[config.mk]
export PLATFORM = sky130hd
export DESIGN_NAME = drv_ramp_ctrl
export DESIGN_NICKNAME = d
export VERILOG_FILES = /design/src/rtl/drv_pkg.sv /design/src/rtl/drv_slew.sv /design/src/rtl/drv_ramp_ctrl.sv
export SDC_FILE = /design/constraint.sdc
export NUM_CORES = 1
export LEC_CHECK = 0
export BUFFER_PORTS_ARGS = -buffer_cell sky130_fd_sc_hd__buf_2
export CORE_MARGIN = 5
export CORE_UTILIZATION = 40
export DETAILED_ROUTE_END_ITERATION = 16
export SLEW_MARGIN = 20
export SYNTH_ARGS = -nofsm -noshare
export SYNTH_HDL_FRONTEND = slang
export SYNTH_SLANG_ARGS = --single-unit
[constraint.sdc]
create_clock -name clk -period 9.4 [get_ports clk]
set_input_delay 2.35 -clock clk [delete_from_list [all_inputs] [get_ports clk]]
set_output_delay 2.35 -clock clk [all_outputs]
set_load 0.01 [all_outputs]
[src/rtl/drv_pkg.sv]
// Shared types and defaults for the driver ramp controller.
package drv_pkg;

   typedef enum logic [2:0] {
      IDLE      = 3'd0,
      RAMP_UP   = 3'd1,
      RUN       = 3'd2,
      RAMP_DOWN = 3'd3,
      FAULT     = 3'd4
   } ramp_state_t;

   localparam int DEF_TICK_DIV = 125000;

   function automatic logic is_active(input ramp_state_t s);
      return (s == RAMP_UP) || (s == RUN) || (s == RAMP_DOWN);
   endfunction

endpackage

[src/rtl/drv_slew.sv]
// One slew-limited channel: steps value toward target (or toward 0 when zero is set) on each tick.
module drv_slew
   import drv_pkg::*;
#(
   parameter int W = 32
) (
   input  logic         clk,
   input  logic         rst,
   input  logic [W-1:0] target,
   input  logic [W-1:0] step,
   input  logic         tick,
   input  logic         zero,
   input  logic         clr,
   output logic [W-1:0] value,
   output logic         eq
);

   logic [W-1:0] value_q, value_d, goal;
   logic [W:0]   sum_up, diff_dn;

   always_comb begin
      goal    = zero ? '0 : target;
      sum_up  = {1'b0, value_q} + {1'b0, step};
      diff_dn = {1'b0, value_q} - {1'b0, step};
      value_d = value_q;
      if (clr) begin
         value_d = '0;
      end else if (tick && (value_q != goal)) begin
         // Extra bit catches overshoot/borrow so a large step lands on the goal instead of wrapping.
         if (step == '0) begin
            value_d = goal;
         end else if (goal > value_q) begin
            value_d = (sum_up >= {1'b0, goal}) ? goal : sum_up[W-1:0];
         end else begin
            value_d = (diff_dn[W] || (diff_dn <= {1'b0, goal})) ? goal : diff_dn[W-1:0];
         end
      end
   end

   always_ff @(posedge clk or posedge rst) begin
      if (rst) begin
         value_q <= '0;
      end else begin
         value_q <= value_d;
      end
   end

   assign value = value_q;
   assign eq    = (value_q == goal);

endmodule

[src/rtl/drv_ramp_ctrl.sv]
// Soft-start/soft-stop sequencer for fixed_driver: FSM, ramp tick prescaler, two slew channels.
// Define DRV_RAMP_WATCHDOG_EN to auto ramp down after WDT_TICKS ticks with link_ok low.
module drv_ramp_ctrl
   import drv_pkg::*;
#(
   parameter int FREQ_W    = 32,
   parameter int DUTY_W    = 16,
   parameter int TICK_DIV  = DEF_TICK_DIV,
   parameter int WDT_TICKS = 500
) (
   input  logic              clk,
   input  logic              rst,
   input  logic              start,
   input  logic              stop,
   input  logic              estop,
   input  logic              fault_clr,
   input  logic              link_ok,
   input  logic [FREQ_W-1:0] tgt_freq,
   input  logic [DUTY_W-1:0] tgt_duty,
   input  logic [FREQ_W-1:0] freq_step,
   input  logic [DUTY_W-1:0] duty_step,
   output logic [FREQ_W-1:0] out_freq,
   output logic [DUTY_W-1:0] out_duty,
   output logic              out_en,
   output logic              at_target,
   output logic              busy,
   output logic              fault,
   output logic [2:0]        state
);

   localparam int TCW = (TICK_DIV > 1) ? $clog2(TICK_DIV) : 1;
   localparam logic [TCW-1:0] TICK_LAST = TCW'(TICK_DIV - 1);

   ramp_state_t    state_q, state_d;
   logic           out_en_q, out_en_d, busy_q, busy_d, fault_q, fault_d;
   logic           at_target_q, at_target_d;
   logic [TCW-1:0] tcnt_q, tcnt_d;
   logic           tick, wdt_trip, freq_eq, duty_eq, both_eq, ch_clr, ch_zero;

   always_comb begin
      tick   = (tcnt_q == TICK_LAST);
      tcnt_d = tick ? '0 : tcnt_q + TCW'(1);
   end

   always_ff @(posedge clk or posedge rst) begin
      if (rst) begin
         tcnt_q <= '0;
      end else begin
         tcnt_q <= tcnt_d;
      end
   end

`ifdef DRV_RAMP_WATCHDOG_EN
   localparam int WCW = $clog2(WDT_TICKS + 1);
   logic [WCW-1:0] wdt_q, wdt_d;

   always_comb begin
      wdt_d = wdt_q;
      if (link_ok || !((state_q == RAMP_UP) || (state_q == RUN))) begin
         wdt_d = '0;
      end else if (tick && (wdt_q != WCW'(WDT_TICKS))) begin
         wdt_d = wdt_q + WCW'(1);
      end
   end

   always_ff @(posedge clk or posedge rst) begin
      if (rst) begin
         wdt_q <= '0;
      end else begin
         wdt_q <= wdt_d;
      end
   end

   assign wdt_trip = (wdt_q == WCW'(WDT_TICKS));
`else
   logic unused_link;
   assign unused_link = link_ok ^ (WDT_TICKS == 0);
   assign wdt_trip    = 1'b0;
`endif

   // estop clears the channels on the same edge it is sampled, independent of tick phase.
   assign ch_clr  = estop || (state_q == IDLE) || (state_q == FAULT);
   assign ch_zero = (state_q == RAMP_DOWN);
   assign both_eq = freq_eq && duty_eq;

   drv_slew #(.W(FREQ_W)) u_freq (
      .clk(clk), .rst(rst), .target(tgt_freq), .step(freq_step), .tick(tick),
      .zero(ch_zero), .clr(ch_clr), .value(out_freq), .eq(freq_eq)
   );

   drv_slew #(.W(DUTY_W)) u_duty (
      .clk(clk), .rst(rst), .target(tgt_duty), .step(duty_step), .tick(tick),
      .zero(ch_zero), .clr(ch_clr), .value(out_duty), .eq(duty_eq)
   );

   always_comb begin
      state_d = state_q;
      if (estop) begin
         state_d = FAULT;
      end else begin
         case (state_q)
            IDLE:      if (!stop && start) state_d = RAMP_UP;
            RAMP_UP:   if (stop || wdt_trip) state_d = RAMP_DOWN;
                       else if (both_eq) state_d = RUN;
            RUN:       if (stop || wdt_trip) state_d = RAMP_DOWN;
            RAMP_DOWN: if (!stop && start) state_d = RAMP_UP;
                       else if (both_eq) state_d = IDLE;
            FAULT:     if (fault_clr && !start) state_d = IDLE;
            default:   state_d = IDLE;
         endcase
      end
      out_en_d    = !estop && is_active(state_q);
      busy_d      = (state_q == RAMP_UP) || (state_q == RAMP_DOWN);
      fault_d     = (state_q == FAULT);
      at_target_d = (state_q == RUN) && both_eq;
   end

   always_ff @(posedge clk or posedge rst) begin
      if (rst) begin
         state_q     <= IDLE;
         out_en_q    <= 1'b0;
         busy_q      <= 1'b0;
         fault_q     <= 1'b0;
         at_target_q <= 1'b0;
      end else begin
         state_q     <= state_d;
         out_en_q    <= out_en_d;
         busy_q      <= busy_d;
         fault_q     <= fault_d;
         at_target_q <= at_target_d;
      end
   end

   assign out_en    = out_en_q;
   assign busy      = busy_q;
   assign fault     = fault_q;
   assign at_target = at_target_q;
   assign state     = state_q;

endmodule

==> key figures, run 1 <==
Run status
  – Status: finished, final reports clean

Power and ir drop
  – Switching part of the total power: 0.382
  – Power Dens Cells: 71.5 mW/mm^2
  – Net Sw Power: 408 uW
  – Internal power: 660 uW
  – Peak supply drop: 0.0000784 V
  – Sequential Power Share: 0.293
  – Clock share of power: 0.355
  – Comb power frac: 0.352
  – Leak: 0.00742 uW

Clock tree
  – Clock sink count: 72
  – Root Driver: clkbuf_16
  – Num CTS Buffers: 9
  – Hold buffer count at cts: 0
  – Post-CTS resize count: 0
  – Clk_lat worst skew: 0.36 ns
  – Clk pin slew, worst setup/hold paths: around 0.06 ns
  – CTS tree: done
  – CTS H-tree depth: 3
  – Max clock buf depth: 2
  – Post-CTS setup buffers: 0

Drt
  – Routed Antenna Nets: 0
  – Via/cell ratio: just under 6
  – Routed WL per cell: 19.8 um
  – Post-Route WL: 47.4 mm
  – DRC violations left: 0
  – Drt first pass iters: 5
  – Drt initial violations: around 1000
  – Vias post-DR: 13900

Die
  – Ports: 158
  – Core Rows: 67
  – Die Y-Extent: 194 um
  – Core area: 0.0334 sq mm
  – Die width: about 190 um
  – Die area: between 0.03 and 0.04 sq mm
  – Initial Util: 0.404

Timing
  – Max_slew headroom: 0.270
  – Minimum clock period: 8.16 ns
  – Setup violators final: 0
  – Fin Setup TNS: 0 ns
  – Final Hold Vio Count: 0
  – Worst-Margin Slew: between 1 and 1.5 ns
  – RSZ-0062 raised after global routing: false
  – Clock skew: 0.0160 ns
  – Fin crit share: 0.869
  – F_max: 0.122 GHz
  – Final Max Slew Viols: 0

Layout
  – Synthesis-to-layout area growth: 10.4%
  – Share of layout cells above drive strength 1: 0.122
  – Design area: roughly 0.015 sq mm
  – Most frequent cells in the layout: ha_1, inv_1, a21oi_1
  – Antenna cell count: 0
  – Final nets: 2282
  – Most common cell after layout, fill and taps aside: ha_1

Critical path
  – Crit-path max cell delay: slightly below 0.7 ns
  – RR Endpoint: u_freq.value[12]$_DFFE_PP0P_
  – WS Path Type: primary input to flip-flop
  – Max Fanout on Critical Path: 49
  – Worst EP required: 9.65 ns
  – Critical path's slowest cell: nor4_1
  – Crit path capture type: flip-flop
  – Reg-to-Reg Start: u_freq.value[10]$_DFFE_PP0P_
  – Arrival time at the worst endpoint: 8.41 ns
  – Reg2Reg Depth: 21
  – Crit path max-delay family: simple AND/OR/NAND/NOR gates
  – CP Launch Type: primary input
  – Crit path cell chain: buf_2 > inv_1 > ha_1 > nor4_1 > nand4_1 > a211oi_1 > nor3_2 > o31ai_2 > and2_4 > a311oi_2 > xnor2_1 > inv_1 > ha_1 > nand3_1 > nor4_1 > o2111ai_1 > a21oi_1 > a211oi_4 > buf_4 > and2_1 > a22oi_1 > o32ai_1 > a21o_1
  – Critical path buffers and inverters: 4
  – R2R setup slack: 2.87 ns

Synthesis
  – Number of flops mapped to enable cells by yosys: 0
  – Cells after Synth: 1826
  – Ys async rst share: 1.00
  – Synth warn: 0
  – Post-Syn Area: 0.0135 sq mm
  – Syn Nets: 2174
  – Flops & latches, synth: 72
  – Syn_area_per_cell: around 7.4 sq um
  – Register area share after synthesis: 0.133
  – Most used DFF post-synth: dfrtp_1
  – Synth cell types: 93

GRT
  – GR Overflow Total: 0
  – Initial antenna violation count: 0
  – Overall Global Routing Usage: 0.241
  – Largest net degree at the start of global routing: 73
  – First-pass GRT wire length: 74.2 mm
  – Number of global-route vias before repair: roughly 14000

Placed design
  – Placement Cell Area: 0.0146 sq mm
  – Final Wtd Congestion: 0.933
  – Port Buffers: around 160
  – Hpwl dp: around 38 mm

Min path
  – HP Class: flip-flop to flip-flop
  – Min-delay src: tcnt_q[16]$_DFF_PP0_
  – WHS Endpoint: tcnt_q[16]$_DFF_PP0_
  – Hold Crit Depth: 1

Job
  – MaxCap Viol Count: 0
## power by group through the flow
stage / clock, uW / combinational, uW / sequential (uW)
2_1_floorplan: 0 / 260 / 318
3_3_place_gp: 0 / 364 / 319
3_5_place_dp: 0 / 369 / 318
4_1_cts: 382 / 372 / 313
5_1_grt: 397 / 420 / 313
6_report: 379 / 376 / 312
## area by class of cell
| cell class | count | area (sq um) |
|---|---|---|
| Clock buffer | 9 | 225 |
| Tap cell | 448 | 561 |
| Clock inverter | 7 | 80.1 |
| Fill cell | 3503 | 18500 |
| Multi-Input combinational cell | 1476 | 10600 |
| Sequential cell | 72 | 1800 |
| Timing Repair Buffer | 168 | 875 |
| Inverter | 207 | 781 |
## cell families after synthesis
group | count (synthesis) | share of synthesized area
AO/OA/AOI/OAI | 551 | 0.273
flip-flops | 72 | 0.133
XOR/XNOR | 96 | 0.0622
adder cells (fa/ha/maj) | 245 | 0.229
buffers and inverters | 278 | 0.0832
multiplexers | 23 | 0.0181
AND/OR/NAND/NOR | 561 | 0.202
## worst max-delay path by stage
| stage | from | endpoint | slack [ns] | depth (start not counted) |
|---|---|---|---|---|
| finish | freq_step[10] | u_freq.value[12]$_DFFE_PP0P_ | 1.24 | 23 |
| global route | freq_step[10] | u_freq.value[12]$_DFFE_PP0P_ | 0.99 | 23 |
| CTS | freq_step[10] | u_freq.value[12]$_DFFE_PP0P_ | 1.36 | 23 |
| detailed placement | freq_step[9] | u_freq.value[20]$_DFFE_PP0P_ | 1.01 | 23 |
| global placement | freq_step[9] | u_freq.value[12]$_DFFE_PP0P_ | 1.00 | 23 |
| floorplan | freq_step[6] | u_freq.value[20]$_DFFE_PP0P_ | 2.75 | 22 |
## cells in the mapped netlist (13+ instances only)
| cell | count | share of area |
|---|---|---|
| a211oi_1 | 22 | 0.012 |
| a21o_1 | 49 | 0.027 |
| a21oi_1 | 163 | 0.060 |
| a22oi_1 | 19 | 0.011 |
| a31oi_1 | 14 | 0.0065 |
| and2_1 | 14 | 0.0065 |
| and3_1 | 20 | 0.0093 |
| buf_2 | 20 | 0.0074 |
| clkbuf_1 | 35 | 0.0097 |
| dfrtp_1 | 72 | 0.13 |
| ha_1 | 241 | 0.22 |
| inv_1 | 204 | 0.057 |
| mux2i_1 | 16 | 0.012 |
| nand2_1 | 160 | 0.044 |
| nand2b_1 | 29 | 0.013 |
| nand3_1 | 46 | 0.017 |
| nand4_1 | 37 | 0.017 |
| nor2_1 | 143 | 0.040 |
| nor2b_1 | 16 | 0.0074 |
| nor3_1 | 23 | 0.0085 |
| nor4_1 | 27 | 0.012 |
| o211ai_1 | 25 | 0.014 |
| o21a_1 | 13 | 0.0072 |
| o21ai_0 | 108 | 0.040 |
| o21bai_1 | 13 | 0.0072 |
| o31ai_1 | 14 | 0.0078 |
| xnor2_1 | 73 | 0.047 |
| xor2_1 | 23 | 0.015 |
## state kept, by name (all words and copies together), names as in the netlist
name,cells
at_target,1
state,3
u_freq.value,32
out_en,1
tcnt_q,17
u_duty.value,16
busy,1
fault,1
## metal layers
layer / wire [um] / GRT usage / part of all wire / up-vias
li1: - / - / - / 6772
met1: 21700 / 0.333 / 0.46 / 6566
met2: 21700 / 0.400 / 0.46 / 479
met3: 2870 / 0.0309 / 0.061 / 67
met4: 1060 / 0.0612 / 0.022 / 0
met5: 0 / 0 / 0 / -
## through the flow
stage               worst slack, ns  hold WS (ns)  total power [uW]  utilization  instances
floorplan                      2.75         0.447               578            -       1826
detailed placement             1.01         0.481               688        0.437       2371
global placement               1.00         0.470               683        0.437       2371
CTS                            1.36         0.491              1070        0.446       2387
finish                         1.24         0.484              1070        0.446       2387
global route                  0.994         0.505              1130        0.446       2387
Power figures use the tool's default switching activity.
==> inputs of run 2 (changes only) <==
--- a/config.mk
+++ b/config.mk
@@ -6,6 +6,7 @@
 export NUM_CORES = 1
 export LEC_CHECK = 0
 export BUFFER_PORTS_ARGS = -buffer_cell sky130_fd_sc_hd__buf_2
+export CAP_MARGIN = 20
 export CORE_MARGIN = 5
 export CORE_UTILIZATION = 40
 export DETAILED_ROUTE_END_ITERATION = 16
==> constraint.sdc (replaced) <==
create_clock -name clk -period 9.4 [get_ports clk]
set_input_delay 1.41 -clock clk [delete_from_list [all_inputs] [get_ports clk]]
set_output_delay 1.41 -clock clk [all_outputs]
set_load 0.01 [all_outputs]
==> run 2 against run 1 <==
Compared with the run above: hold slack improved by 0.0084 ns; setup slack improved by 0.59 ns; via count rose by 0.44%; clock skew fell by 0.0037 ns; design area barely moved; die area did not move; power fell by 2.7%; register-to-register slack got worse by 0.34 ns; clock power fell by 9.0%; count of clock-buffer cells in the layout rose by 1; wire length rose by 0.79%; critical endpoint is now u_freq.value[20]$_DFFE_PP0P_; flip-flop and latch count did not move.
==> key figures, run 2 (synthesis gave the netlist of run 1 again) <==
Run status
  – Status: finished, final reports clean

Layout
  – Max FFs per register: 32
  – Synthesis-to-layout area growth: 10.3%
  – Multi-input gate area: approximately 0.011 sq mm
  – Number of fillers in the final layout: 3466
  – Storage cell area: around 0.0018 sq mm
  – Most common cell after layout, fill and taps aside: ha_1
  – Final nets: 2282
  – Most frequent cells in the layout: ha_1, inv_1, a21oi_1
  – Final cell count without fillers: 2387
  – Share of layout cells above drive strength 1: 0.122
  – Antenna cell count: 0

Drt
  – Top layer used by detailed routing: met4
  – Vias post-DR: approximately 14000
  – Drt first pass iters: 5
  – Routed Antenna Nets: 0
  – DRC violations left: 0
  – Routed WL per cell: 20.0 um
  – Met2 WL post-DR: 21.7 mm
  – Metal3 WL: approximately 3 mm
  – Drt initial violations: 1211
  – Via/cell ratio: 5.84
  – DRT met1 WL: 21.5 mm
  – Post-Route WL: 47.7 mm

Timing
  – Worst-Margin Slew: 1.09 ns
  – Fin crit share: 0.805
  – Final Max Slew Viols: 0
  – Max_slew headroom: 0.268
  – RSZ-0062 raised after global routing: false
  – Final Hold Vio Count: 0
  – F_max: between 0.1 and 0.15 GHz
  – Fin Setup TNS: 0 ns
  – Clock skew: around 0.012 ns
  – Minimum clock period: 7.57 ns
  – Setup violators final: 0

Die
  – Core Rows: 67
  – Die area: 0.0376 sq mm
  – Die Y-Extent: 194 um
  – Initial Util: 0.404
  – Die width: slightly below 200 um
  – Ports: 158
  – Core area: 0.0334 sq mm

Placed design
  – Port Buffers: 156
  – Inst Count DP: 2370
  – Hpwl dp: 38.8 mm
  – Final Wtd Congestion: roughly 0.93

Critical path
  – Worst EP required: 9.65 ns
  – Reg-to-Reg Start: u_freq.value[9]$_DFFE_PP0P_
  – Crit path cell chain: buf_2 > inv_1 > ha_1 > nor4_1 > nand4_1 > a211oi_1 > nor3_2 > o31ai_2 > and2_4 > a311oi_2 > xnor2_1 > inv_1 > ha_1 > nand3_1 > o22ai_1 > a2111oi_0 > nand3_1 > a211oi_4 > buf_4 > mux2_2 > nor3_1 > o21ai_0 > a22o_1
  – RR Endpoint: u_freq.value[20]$_DFFE_PP0P_
  – Number of cells on the critical path: 23
  – Critical path's slowest cell: a2111oi_0
  – Crit path max-delay family: compound AO/OA/AOI/OAI gates
  – Reg2Reg Depth: 21
  – Crit path capture type: flip-flop
  – Crit-path max cell delay: 0.61 ns
  – Worst Setup SP: freq_step[10]
  – CP Launch Type: primary input
  – CP endpoint: u_freq.value[20]$_DFFE_PP0P_
  – R2R setup slack: about 2.5 ns
  – Arrival time at the worst endpoint: 7.82 ns
  – Max Fanout on Critical Path: 21
  – Critical path buffers and inverters: 4
  – WS Path Type: primary input to flip-flop

Clock tree
  – CTS H-tree depth: 3
  – Post-CTS resize count: 0
  – Clock sink count: between 70 and 80
  – Hold buffer count at cts: 0
  – Clk pin slew, worst setup/hold paths: 0.07 ns
  – Post-CTS setup buffers: 0
  – Num CTS Buffers: 9
  – CTS tree: done
  – Max clock buf depth: 2
  – Clk_lat worst skew: between 0.3 and 0.4 ns
  – Root Driver: clkbuf_16

Min path
  – HP Class: flip-flop to flip-flop

Power and ir drop
  – Leak: 0.00740 uW
  – Peak supply drop: between 0.00006 and 0.00007 V
  – Power Dens Cells: 69.6 mW/mm^2

GRT
  – Initial antenna violation count: 0
  – Overall Global Routing Usage: 0.242
  – First-pass GRT wire length: between 70 and 80 mm
  – Largest net degree at the start of global routing: 73
  – Number of global-route vias before repair: between 10000 and 15000
  – GR Overflow Total: 0

Job
  – MaxCap Viol Count: 0
run 2: per-stage QoR:
| stage | setup WS (ns) | utilization | hold slack, ns | power [uW] | instance area, sq um |
|---|---|---|---|---|---|
| final | 1.83 | 0.446 | 0.492 | 1040 | 14900 |
| after global routing | 1.69 | 0.446 | 0.504 | 1090 | 14900 |
| after CTS | 2.07 | 0.445 | 0.495 | 1030 | 14900 |
| after detailed placement | 1.72 | 0.437 | 0.484 | 690 | 14600 |
| after global placement | 1.83 | 0.437 | 0.469 | 684 | 14600 |
| after floorplan | 3.69 | - | 0.447 | 578 | 13500 |
run 2: cell type report:
type / instances / area share
well taps: 448 / 0.0376
clock buffers: 10 / 0.0153
inverters: 207 / 0.0523
flip-flops and latches: 72 / 0.121
multi-input cells: 1476 / 0.711
repair buffers: 168 / 0.0600
clock inverters: 6 / 0.00302
run 2: routing by layer:
metal	track usage	vias to the layer above
met5	0	-
met4	0.0734	0
met3	0.0281	89
met2	0.403	540
met1	0.331	6538
li1	-	6778
run 2: report_power, final:
part | internal, uW | leakage, uW | switching (uW) | total (uW)
sequential | 311 | 0.000984 | 1.77 | 313
clock | 180 | 0.000125 | 165 | 345
combinational | 142 | 0.00629 | 239 | 380
run 2: worst min path at each step:
stage | start | to | slack (ns) | cells past startpoint
floorplan | tcnt_q[0]$_DFF_PP0_ | tcnt_q[0]$_DFF_PP0_ | 0.45 | 1
global placement | tcnt_q[16]$_DFF_PP0_ | tcnt_q[16]$_DFF_PP0_ | 0.47 | 1
detailed placement | tcnt_q[8]$_DFF_PP0_ | tcnt_q[8]$_DFF_PP0_ | 0.48 | 1
CTS | tcnt_q[0]$_DFF_PP0_ | tcnt_q[0]$_DFF_PP0_ | 0.49 | 1
global route | tcnt_q[8]$_DFF_PP0_ | tcnt_q[8]$_DFF_PP0_ | 0.50 | 1
finish | tcnt_q[0]$_DFF_PP0_ | tcnt_q[0]$_DFF_PP0_ | 0.49 | 1
==> inputs of run 3 (changes only) <==
==> constraint.sdc (replaced) <==
create_clock -name clk -period 7.5 [get_ports clk]
set_input_delay 1.125 -clock clk [delete_from_list [all_inputs] [get_ports clk]]
set_output_delay 1.125 -clock clk [all_outputs]
set_load 0.01 [all_outputs]
==> run 3 against run 2 <==
Compared with the run above: largest power group unchanged; register-to-register slack worse by 1.3 ns; power up 25%; design area up 0.13%; setup slack worse by 1.0 ns.
==> key figures, run 3 (synthesis gave the netlist of run 1 again) <==
Run status
  – Status: finished, final reports clean

Die
  – Core Rows: 67
  – Core area: around 0.033 sq mm
  – Die area: 0.0376 sq mm
  – Ports: 158
  – Initial Util: 0.404
  – Die width: just under 200 um
  – Die Y-Extent: roughly 190 um

Timing
  – Min Hold Slack: 0.487 ns
  – Setup violators final: 0
  – F_max: 0.150 GHz
  – Fin Setup TNS: 0 ns
  – Minimum clock period: 6.67 ns
  – Final Hold Vio Count: 0
  – Fin crit share: 0.889
  – Worst-Margin Slew: 0.974 ns
  – Max_slew headroom: 0.348
  – Final Max Slew Viols: 0
  – RSZ-0062 raised after global routing: false
  – Clock skew: 0.0186 ns

Min path
  – HP Class: flip-flop to flip-flop
  – Hold Crit Depth: 1

Drt
  – Routed WL per cell: ~20 um
  – Drt initial violations: 992
  – Drt first pass iters: 5
  – Post-Route WL: between 40 and 50 mm
  – DRC violations left: 0
  – Via/cell ratio: 5.83
  – Vias post-DR: between 10000 and 15000
  – Routed Antenna Nets: 0

Placed design
  – Inst Count DP: 2377
  – Final Wtd Congestion: 0.937
  – Port Buffers: 156
  – Hpwl dp: 39.2 mm
  – Placement Cell Area: 0.0147 sq mm

Clock tree
  – Num CTS Buffers: 9
  – Clk_lat worst skew: around 0.36 ns
  – Max clock buf depth: 2
  – CTS tree: done
  – Clock sink count: 72
  – Root Driver: clkbuf_16
  – Hold buffer count at cts: 0
  – CTS H-tree depth: 3
  – Post-CTS resize count: 0
  – Post-CTS setup buffers: 0
  – Clk pin slew, worst setup/hold paths: 0.08 ns

Critical path
  – Max Fanout on Critical Path: 25
  – Reg2Reg Depth: 21
  – WS Path Type: primary input to flip-flop
  – Arrival time at the worst endpoint: 6.92 ns
  – Worst EP required: between 7 and 8 ns
  – Crit path capture type: flip-flop
  – CP Launch Type: primary input

Power and ir drop
  – Leak: 0.00742 uW
  – Peak supply drop: 0.0000990 V
  – Power Dens Cells: 86.6 mW/mm^2

GRT
  – Number of global-route vias before repair: 13600
  – Overall Global Routing Usage: 0.244
  – Largest net degree at the start of global routing: 69
  – First-pass GRT wire length: 75.0 mm
  – Initial antenna violation count: 0
  – GR Overflow Total: 0

Layout
  – Max FFs per register: 32
  – Antenna cell count: 0
  – Most frequent cells in the layout: ha_1, inv_1, a21oi_1
  – Design area: 0.0149 sq mm
  – Final nets: 2288
  – Most common cell after layout, fill and taps aside: ha_1
  – Core Util, Final: 0.447
  – Final cell count without fillers: about 2400
  – Synthesis-to-layout area growth: 10.5%
  – Share of layout cells above drive strength 1: 0.124

Job
  – MaxCap Viol Count: 0
-- run 3: cell count changes in the layout (fill, tap and decap cells not counted) --
cell,before,now
clkbuf_1,1,0
buf_16,1,0
clkinvlp_4,3,2
buf_6,1,0
buf_4,10,18
clkinv_4,1,2
-- run 3: per-layer routing --
metal | vias to the layer above | track usage | share of wire
met5 | - | 0 | 0
li1 | 6796 | - | -
met1 | 6541 | 0.328 | 0.45
met3 | 86 | 0.0309 | 0.060
met2 | 522 | 0.406 | 0.46
met4 | 0 | 0.0854 | 0.034
-- run 3: final cells by class --
class	instances	area, sq um
Clock buffer	9	225
Clock inverter	6	46.3
Fill cell	3429	18500
Inverter	207	781
Multi-Input combinational cell	1476	10600
Sequential cell	72	1800
Tap cell	448	561
Timing Repair Buffer	174	916
-- run 3: report_power, final --
part           total [uW]  internal [uW]  switching, uW
Combinational         475            176            299
Clock                 426            224            202
Sequential            392            390           2.16
-- run 3: worst paths after layout --
path                                         startpoint                           end  slack [ns]
max                                       freq_step[10]  u_freq.value[20]$_DFFE_PP0P_        0.83
min reg2reg                        tcnt_q[16]$_DFF_PP0_          tcnt_q[16]$_DFF_PP0_        0.49
min                                tcnt_q[16]$_DFF_PP0_          tcnt_q[16]$_DFF_PP0_        0.49
min in group asynchronous                           rst   u_duty.value[7]$_DFFE_PP0P_        0.62
max reg2reg                u_freq.value[10]$_DFFE_PP0P_  u_freq.value[20]$_DFFE_PP0P_        1.26
max in group asynchronous                           rst  u_freq.value[11]$_DFFE_PP0P_        5.71
-- run 3: per-stage QoR --
| stage | power (uW) | setup slack, ns |
|---|---|---|
| floorplan | 725 | 2.08 |
| global placement | 858 | 0.659 |
| detailed placement | 866 | 0.606 |
| CTS | 1300 | 0.950 |
| global route | 1370 | 0.559 |
| finish | 1290 | 0.834 |
-- run 3: critical path, stage by stage --
cell and delay, ns:
buf_2 0.10, inv_1 0.04, ha_1 0.46, nor4_1 0.51
nand4_1 0.19, a211oi_1 0.38, nor3_2 0.15, o31ai_2 0.41
and2_4 0.27, a311oi_2 0.11, xnor2_1 0.28, inv_1 0.07
ha_1 0.33, nand3_1 0.17, o22ai_1 0.11, a2111oi_0 0.54
nand3_1 0.22, a211oi_4 0.28, buf_4 0.36, mux2_2 0.38
nor3_1 0.12, o21ai_0 0.09, a22o_1 0.19
